File: config.mk
export PLATFORM = sky130hd
export DESIGN_NAME = nonogram_line_scheduler
export DESIGN_NICKNAME = d
export VERILOG_FILES = /design/src/rtl/nonogram_pkg.sv /design/src/rtl/nonogram_line_scheduler_popcount_sat.sv /design/src/rtl/nonogram_line_scheduler.sv
export SDC_FILE = /design/constraint.sdc
export NUM_CORES = 1
export LEC_CHECK = 0
export CORE_ASPECT_RATIO = 1.75
export CORE_MARGIN = 2
export CORE_UTILIZATION = 45
export CTS_BUF_LIST = sky130_fd_sc_hd__clkbuf_8
export DETAILED_ROUTE_END_ITERATION = 8
export GPL_TIMING_DRIVEN = 1
export PLACE_DENSITY = 0.63
export SYNTH_ARGS = -nofsm -noshare
export SYNTH_HDL_FRONTEND = slang
export SYNTH_HIERARCHICAL = 1
export SYNTH_SLANG_ARGS = --single-unit
File: constraint.sdc
create_clock -name clk -period 5.1 [get_ports clk]
set_input_delay 0.51 -clock clk [delete_from_list [all_inputs] [get_ports clk]]
set_output_delay 0.51 -clock clk [all_outputs]
set_load 0.02 [all_outputs]
File: src/rtl/nonogram_pkg.sv
// Shared types and helpers for the nonogram line scheduler.
// Latency: n/a (types, constants and one combinational helper).
// Backpressure: n/a.
// Contents: board geometry constants, line/option index types, FSM state
// enum, popcount class codes and first_alive(), which finds the lowest set
// bit of an alive mask at or above a starting index.
package nonogram_pkg;

  localparam int NG_SIZE     = 4;
  localparam int NG_MAX_OPTS = 16;
  localparam int IND_W       = $clog2(NG_SIZE);
  localparam int LINE_W      = 1 + IND_W;
  localparam int OPT_W       = $clog2(NG_MAX_OPTS);
  localparam int NUM_LINES   = 2 * NG_SIZE;

  typedef logic [LINE_W-1:0]      line_id_t;  // {row, ind}
  typedef logic [OPT_W-1:0]       opt_idx_t;
  typedef logic [NG_MAX_OPTS-1:0] opt_mask_t;

  typedef enum logic [3:0] {
    ST_IDLE, ST_POP, ST_LOAD, ST_FETCH, ST_CHECK,
    ST_DECIDE, ST_REQUEUE, ST_COMMIT, ST_DONE, ST_STUCK
  } state_t;

  // Saturating popcount classes
  localparam logic [1:0] PC_NONE = 2'd0;
  localparam logic [1:0] PC_ONE  = 2'd1;
  localparam logic [1:0] PC_MANY = 2'd2;

  typedef struct packed {
    logic     found;
    opt_idx_t idx;
  } alive_sel_t;

  // 'from' is one bit wider than an option index so that "past the last
  // option" is representable and simply yields found = 0.
  function automatic alive_sel_t first_alive(opt_mask_t mask, logic [OPT_W:0] from);
    alive_sel_t r;
    r = '0;
    for (int i = NG_MAX_OPTS - 1; i >= 0; i--) begin
      if (mask[i] && (i >= int'(from))) begin
        r.found = 1'b1;
        r.idx   = opt_idx_t'(i);
      end
    end
    return r;
  endfunction

endpackage

File: src/rtl/nonogram_line_scheduler_popcount_sat.sv
// Saturating popcount of an alive mask: 0, 1 or "2 or more".
// Latency: combinational.
// Backpressure: none.
// Ports: mask (W bits) in; cnt out, one of PC_NONE / PC_ONE / PC_MANY.
module popcount_sat
  import nonogram_pkg::*;
#(
  parameter int W = NG_MAX_OPTS
) (
  input  logic [W-1:0] mask,
  output logic [1:0]   cnt
);

  always_comb begin
    cnt = PC_NONE;
    for (int i = 0; i < W; i++) begin
      if (mask[i]) cnt = (cnt == PC_NONE) ? PC_ONE : PC_MANY;
    end
  end

endmodule

File: src/rtl/nonogram_line_scheduler.sv
// Pops lines, checks every alive option, then commits, requeues or stops.
// Latency: per line 2 + 3k + 1 cycles (k alive options), +2 commit / +>=1 requeue.
// Backpressure: holds in REQUEUE while q_full; holds in CHECK until chk_valid.
// Ports: start/cnt_* from the loader; q_* line queue handshake; rom_addr/
// rom_data synchronous option ROM; chk_* line checker; commit_* board write;
// busy/done/stuck status (done/stuck sticky until rst or start).
module nonogram_line_scheduler
  import nonogram_pkg::*;
#(
  parameter int SIZE     = NG_SIZE,
  parameter int MAX_OPTS = NG_MAX_OPTS
) (
  input  logic                                   clk,
  input  logic                                   rst,
  input  logic                                   start,
  input  logic                                   cnt_we,
  input  logic [$clog2(SIZE):0]                  cnt_line,
  input  logic [$clog2(MAX_OPTS):0]              cnt_val,
  input  logic                                   q_empty,
  output logic                                   q_rd,
  input  logic [$clog2(SIZE):0]                  q_dout,
  input  logic                                   q_full,
  output logic                                   q_wr,
  output logic [$clog2(SIZE):0]                  q_din,
  output logic [$clog2(SIZE)+$clog2(MAX_OPTS):0] rom_addr,
  input  logic [SIZE-1:0]                        rom_data,
  output logic                                   chk_req,
  output logic                                   chk_row,
  output logic [$clog2(SIZE)-1:0]                chk_ind,
  output logic [SIZE-1:0]                        chk_option,
  input  logic                                   chk_valid,
  input  logic                                   chk_contradict,
  output logic                                   commit,
  output logic                                   commit_row,
  output logic [$clog2(SIZE)-1:0]                commit_ind,
  output logic [SIZE-1:0]                        commit_option,
  output logic                                   busy,
  output logic                                   done,
  output logic                                   stuck
);

  localparam int CNT_W = $clog2(NUM_LINES) + 1;

  state_t          state;
  logic            phase;     // second cycle of CHECK (result) / COMMIT (data)
  line_id_t        cur_line;
  opt_idx_t        opt_idx;
  opt_mask_t       alive [NUM_LINES];
  logic            progress;  // some option eliminated or line committed this pass
  logic [CNT_W-1:0] pass_cnt;
  logic [CNT_W-1:0] occ;

  opt_mask_t  cur_mask, cnt_mask, chk_mask;
  alive_sel_t next_sel, load_sel, sole_sel;
  logic [1:0] pc;
  logic       line_fin, fin_prog, fin_reload, fin_stuck;
  logic [CNT_W-1:0] fin_occ;

  popcount_sat #(.W(NG_MAX_OPTS)) u_popcount (
    .mask (cur_mask),
    .cnt  (pc)
  );

  always_comb begin
    cur_mask = alive[cur_line];
    for (int i = 0; i < NG_MAX_OPTS; i++) begin
      cnt_mask[i] = ((OPT_W + 1)'(i) < cnt_val);
    end
    chk_mask = cur_mask;
    if (chk_contradict) chk_mask[opt_idx] = 1'b0;
    next_sel = first_alive(chk_mask, {1'b0, opt_idx} + (OPT_W + 1)'(1));
    load_sel = first_alive(alive[q_dout], '0);
    sole_sel = first_alive(cur_mask, '0);
    // A line finishes when its commit is written or its requeue push lands.
    line_fin   = ((state == ST_COMMIT) && phase) || q_wr;
    fin_prog   = progress || (state == ST_COMMIT);
    fin_occ    = (state == ST_REQUEUE) ? occ + CNT_W'(1) : occ;
    fin_reload = (pass_cnt <= CNT_W'(1));
    fin_stuck  = fin_reload && !fin_prog;
  end

  // Queue strobes are gated by the queue flags in the same cycle so a push
  // lands on the first cycle q_full drops and a pop never hits an empty queue.
  assign q_rd          = (state == ST_POP) && !q_empty;
  assign q_wr          = (state == ST_REQUEUE) && !q_full;
  assign q_din         = q_wr ? cur_line : '0;
  assign rom_addr      = {cur_line, opt_idx};
  assign chk_req       = (state == ST_CHECK) && !phase;
  assign chk_row       = chk_req & cur_line[LINE_W-1];
  assign chk_ind       = chk_req ? cur_line[IND_W-1:0] : '0;
  assign chk_option    = chk_req ? rom_data : '0;
  assign commit        = (state == ST_COMMIT) && phase;
  assign commit_row    = commit & cur_line[LINE_W-1];
  assign commit_ind    = commit ? cur_line[IND_W-1:0] : '0;
  assign commit_option = commit ? rom_data : '0;

  always_ff @(posedge clk) begin
    if (rst) begin
      state    <= ST_IDLE;
      phase    <= 1'b0;
      cur_line <= '0;
      opt_idx  <= '0;
      progress <= 1'b0;
      pass_cnt <= '0;
      occ      <= '0;
      busy     <= 1'b0;
      done     <= 1'b0;
      stuck    <= 1'b0;
      for (int i = 0; i < NUM_LINES; i++) alive[i] <= '0;
    end else begin
      case (state)
        ST_IDLE, ST_DONE, ST_STUCK: begin
          if (cnt_we && (state == ST_IDLE)) alive[cnt_line] <= cnt_mask;
          if (start) begin
            // The loader has queued every line once; occupancy starts there.
            state    <= ST_POP;
            pass_cnt <= CNT_W'(NUM_LINES);
            occ      <= CNT_W'(NUM_LINES);
            progress <= 1'b0;
            busy     <= 1'b1;
            done     <= 1'b0;
            stuck    <= 1'b0;
          end
        end
        ST_POP: begin
          if (q_empty) begin
            state <= ST_DONE;
            done  <= 1'b1;
            busy  <= 1'b0;
          end else begin
            if (occ != '0) occ <= occ - CNT_W'(1);
            state <= ST_LOAD;
          end
        end
        ST_LOAD: begin
          cur_line <= q_dout;
          opt_idx  <= load_sel.idx;
          phase    <= 1'b0;
          state    <= load_sel.found ? ST_FETCH : ST_DECIDE;
        end
        ST_FETCH: begin
          phase <= 1'b0;
          state <= ST_CHECK;
        end
        ST_CHECK: begin
          if (!phase) begin
            phase <= 1'b1;
          end else if (chk_valid) begin
            phase <= 1'b0;
            if (chk_contradict) begin
              alive[cur_line] <= chk_mask;
              progress        <= 1'b1;
            end
            if (next_sel.found) begin
              opt_idx <= next_sel.idx;
              state   <= ST_FETCH;
            end else begin
              state <= ST_DECIDE;
            end
          end
        end
        ST_DECIDE: begin
          phase <= 1'b0;
          if (pc == PC_NONE) begin
            state <= ST_STUCK;
            stuck <= 1'b1;
            busy  <= 1'b0;
          end else if ((pc == PC_ONE) && sole_sel.found) begin
            opt_idx <= sole_sel.idx;  // refetch the survivor's pattern
            state   <= ST_COMMIT;
          end else begin
            state <= ST_REQUEUE;
          end
        end
        ST_COMMIT:  phase <= ~phase;
        ST_REQUEUE: ;
        default:    state <= ST_IDLE;
      endcase

      // End-of-line pass accounting; overrides the state chosen above.
      if (line_fin) begin
        occ <= fin_occ;
        if (fin_stuck) begin
          state <= ST_STUCK;
          stuck <= 1'b1;
          busy  <= 1'b0;
        end else begin
          state <= ST_POP;
          if (fin_reload) begin
            pass_cnt <= fin_occ;
            progress <= 1'b0;
          end else begin
            pass_cnt <= pass_cnt - CNT_W'(1);
            progress <= fin_prog;
          end
        end
      end
    end
  end

endmodule
==> flow_summary.toml <==
[setup_path]
r2r-end = "opt_idx[2]$_SDFFE_PP0P_"
crit_required_ps = 5510
cp-endpoint = "opt_idx[2]$_SDFFE_PP0P_"
start_kind = "register"
crit_buf_inv = 1
cp_top_family = "compound AO/OA/AOI/OAI gates"
rrSetupSlack_ps = 380
path_depth = 18
reg2regPathDepth = 18
worstSetupEndpointType = "register"
slowest_stage = "dfxtp_2"
criticalPathCategory = "reg2reg"
arrival_ps = 5140
crit_chain = "mux4_2 -> mux2_2 -> inv_1 -> ha_1 -> nand2b_1 -> a211oi_1 -> o211ai_1 -> nand3b_1 -> o32ai_1 -> o211ai_1 -> a2111oi_0 -> a211o_1 -> nand3b_1 -> a41o_1 -> and2_4 -> a41oi_4 -> nor2_1 -> a311oi_1"
critPathMaxFanout = 15
slowest_delay_ps = 670

[drt]
route.antenna.remaining_nets = 0
wl_per_cell_um = 23.8
drt-total-wl_um = 34200
first_iter_violations = 989
drc = 0
drt-pass1-iter-count = 8
route.vias.total = 9193
vias_per_cell = 6.39

[cts]
h-tree-depth = 4
numCtsBuffers = 17
ctsResizeCount = 0
clk_latency_ps = 500
clock_sinks = 155
max-clock-path-buffers = 2
tritoncts = "done"
root_buffer = "clkbuf_8"
cts_setup_buffers = 0
ctsHoldBuffers = 0
clkTransAtPathRegs_ps = 90

[cells_and_area]
num-nets-final = 1155
drive_gt1_share_pct = 15.3
area_growth_syn_to_layout_pct = 11.3
regArea_mm2 = 0.00439
multi_input_area_mm2 = 0.00593
num-fill-cells = 2203
design_area_mm2 = 0.0119
antennaDiodeCount = 0

[yosys]
async_flop_share_pct = 0
syn_area_mm2 = 0.0107
ys_warn_count = 6
synth.avg_cell_area_um2 = 9.92
synth_edf_count = 128
synth_cells = 1081
synthFlopType = "edfxtp_1"
ys_ff_latch = 155
synth_nets = 1115
ys_seq_area_share_pct = 40.9
yosys.cell_types.count = 93

[timing]
fin_crit_sh_pct = 92.6
finalSetupViolCount = 0
fin_tns_setup_ps = 0
tightest_slew_ps = 1270
fin_skew_ps = 14.2
min_period_ps = 4720
max_clock_freq_mhz = 212
relSlewSlack_pct = 14.4
finalHoldViolCount = 0
rsz0062_at_grt = "false"
drv_slew = 0

[grt]
antenna_found_initial = 0
first_global_vias = 9173
grt_pass1_wl_um = 52200
grt_overflow = 0
grt_max_degree = 81
grt_usage_pct = 27.6

[pwr]
vdd.ir_drop.worst_mv = 0.194
clkPwrFrac_pct = 20.2
switching_share_pct = 40.2
combPwrFrac_pct = 42.1
pwr-share-seq_pct = 37.7
power_density_mw_per_mm2 = 369
power.switching_mw = 1.77
power_leakage_nw = 4.15
p_int_mw = 2.63

[floorplan]
die_height_um = 208
core_mm2 = 0.0234
die_x_um = 121
num_rows = 74
initial_utilization_pct = 45.8
die-area_mm2 = 0.0251
num_io_pins = 54

[hold_path]
holdCritPathClass = "reg2reg"

[run]
maxCapViolCount = 0

[placement]
dp_hpwl_um = 24900
io_buffers = 53
gp_congestion = 0.928
placed_area_mm2 = 0.0116

[run_status]
outcome = "complete, no violations"
[state kept, by name, indices dropped and copies added, names as in the netlist, named ones only]
| register | cells |
|---|---|
| alive | 128 |
| cur_line | 3 |
| occ | 4 |
| pass_cnt | 4 |
| state | 4 |
| done | 1 |
| progress | 1 |
| busy | 1 |
| opt_idx | 4 |
| phase | 1 |
| stuck | 1 |
[metrics by stage]
| step | std cells | setup WS [ps] | power, mW | hold slack [ps] | utilization [%] |
|---|---|---|---|---|---|
| after floorplan | 1081 | 921 | 2.98 | 433 | - |
| after global placement | 1406 | 616 | 3.50 | 445 | 49.4 |
| after detailed placement | 1406 | 436 | 3.50 | 451 | 49.4 |
| after CTS | 1438 | 437 | 4.38 | 463 | 50.9 |
| after global routing | 1438 | 80.3 | 4.61 | 481 | 50.9 |
| final | 1438 | 378 | 4.40 | 461 | 50.9 |
[final cells by class]
type	instances	area share, %
multi-input combinational	836	49.7
sequential	155	36.7
timing repair buffer	89	6.65
tap	304	3.19
clock buffer	17	1.96
clock inverter	15	1.05
inverter	22	0.692
[kinds of logic after synthesis]
logic type	Yosys count	synth area share, %
fa+ha+maj	15	1.67
mux	97	15.3
simple gates	493	22.8
flops	155	40.9
compound gates	224	14.9
buf+inv	90	3.87
xor+xnor	7	0.572
[cells in the final DEF, fill, tap and decap left out, types with 11 or more instances in the layout]
cell             instances
mux2i_1                 27
a21oi_1                 37
o31ai_1                 11
clkbuf_8                17
nand2_1                 66
dfxtp_1                 26
o22ai_1                 13
nand2b_1                29
nor2b_1                 21
nor3b_1                 15
inv_1                   23
nor2_1                 207
a211oi_1                12
edfxtp_1               128
mux4_2                  50
nor3_1                  56
a31oi_1                 11
nand3_1                 19
and2_1                  16
clkdlybuf4s50_1         51
o21ai_0                 32
ha_1                    11
mux2_2                  17
o21ai_1                 11
buf_4                   37
[Yosys cell counts (5+ instances only)]
| cell | n | area [um^2] |
|---|---|---|
| and2_1 | 16 | 100 |
| a311oi_1 | 6 | 52.6 |
| or2_2 | 5 | 31.3 |
| o21a_1 | 8 | 60.1 |
| ha_1 | 11 | 138 |
| o211ai_1 | 6 | 45.0 |
| nor3b_1 | 15 | 113 |
| a21o_1 | 5 | 37.5 |
| nand3b_1 | 9 | 67.6 |
| clkbuf_1 | 38 | 143 |
| a21oi_1 | 37 | 185 |
| o32ai_1 | 8 | 70.1 |
| nor4_1 | 8 | 50.1 |
| o22ai_1 | 13 | 81.3 |
| o31ai_1 | 11 | 82.6 |
| mux4_2 | 50 | 1130 |
| nand4_1 | 5 | 31.3 |
| a31oi_1 | 11 | 68.8 |
| a211o_1 | 5 | 43.8 |
| nor2_1 | 207 | 777 |
| a211oi_1 | 12 | 90.1 |
| buf_2 | 22 | 110 |
| inv_1 | 22 | 82.6 |
| a22oi_1 | 7 | 52.6 |
| and3_1 | 9 | 56.3 |
| nand2_1 | 66 | 248 |
| dfxtp_1 | 27 | 541 |
| nor2b_1 | 21 | 131 |
| edfxtp_1 | 128 | 3840 |
| nor3_1 | 57 | 285 |
| mux2_2 | 17 | 191 |
| mux2i_1 | 27 | 270 |
| nand3_1 | 19 | 95.1 |
| nand2b_1 | 29 | 181 |
| o21ai_1 | 11 | 55.1 |
| o21ai_0 | 32 | 160 |
[tightest hold or removal path, cell delays in order, from the launching register on]
cell     delay (ps)
dfxtp_1         320
nand2_1          50
a21oi_1          50
[worst min path at each step]
stage,from,end,slack (ps),cells after the start
2_1_floorplan,progress$_SDFF_PP0_,progress$_SDFF_PP0_,430,2
3_3_place_gp,progress$_SDFF_PP0_,progress$_SDFF_PP0_,450,2
3_5_place_dp,progress$_SDFF_PP0_,progress$_SDFF_PP0_,450,2
4_1_cts,progress$_SDFF_PP0_,progress$_SDFF_PP0_,460,2
5_1_grt,progress$_SDFF_PP0_,progress$_SDFF_PP0_,480,2
6_report,stuck$_SDFF_PP0_,stuck$_SDFF_PP0_,460,2
[power groups by stage]
stage	logic, mW	registers (mW)	clock network [mW]
2_1_floorplan	1.36	1.62	0
3_3_place_gp	1.81	1.68	0
6_report	1.85	1.66	0.888
4_1_cts	1.83	1.66	0.895
3_5_place_dp	1.81	1.69	0
5_1_grt	2.00	1.68	0.936
[layer usage]
metal / vias up / routed length (um) / GRT usage (%)
met5: - / 0 / 0
met1: 4523 / 12100 / 29.3
met2: 380 / 18400 / 50.4
met3: 128 / 1660 / 4.06
met4: 0 / 2070 / 17.0
li1: 4162 / - / -
Note: power is estimated with default switching activity, not from simulation.
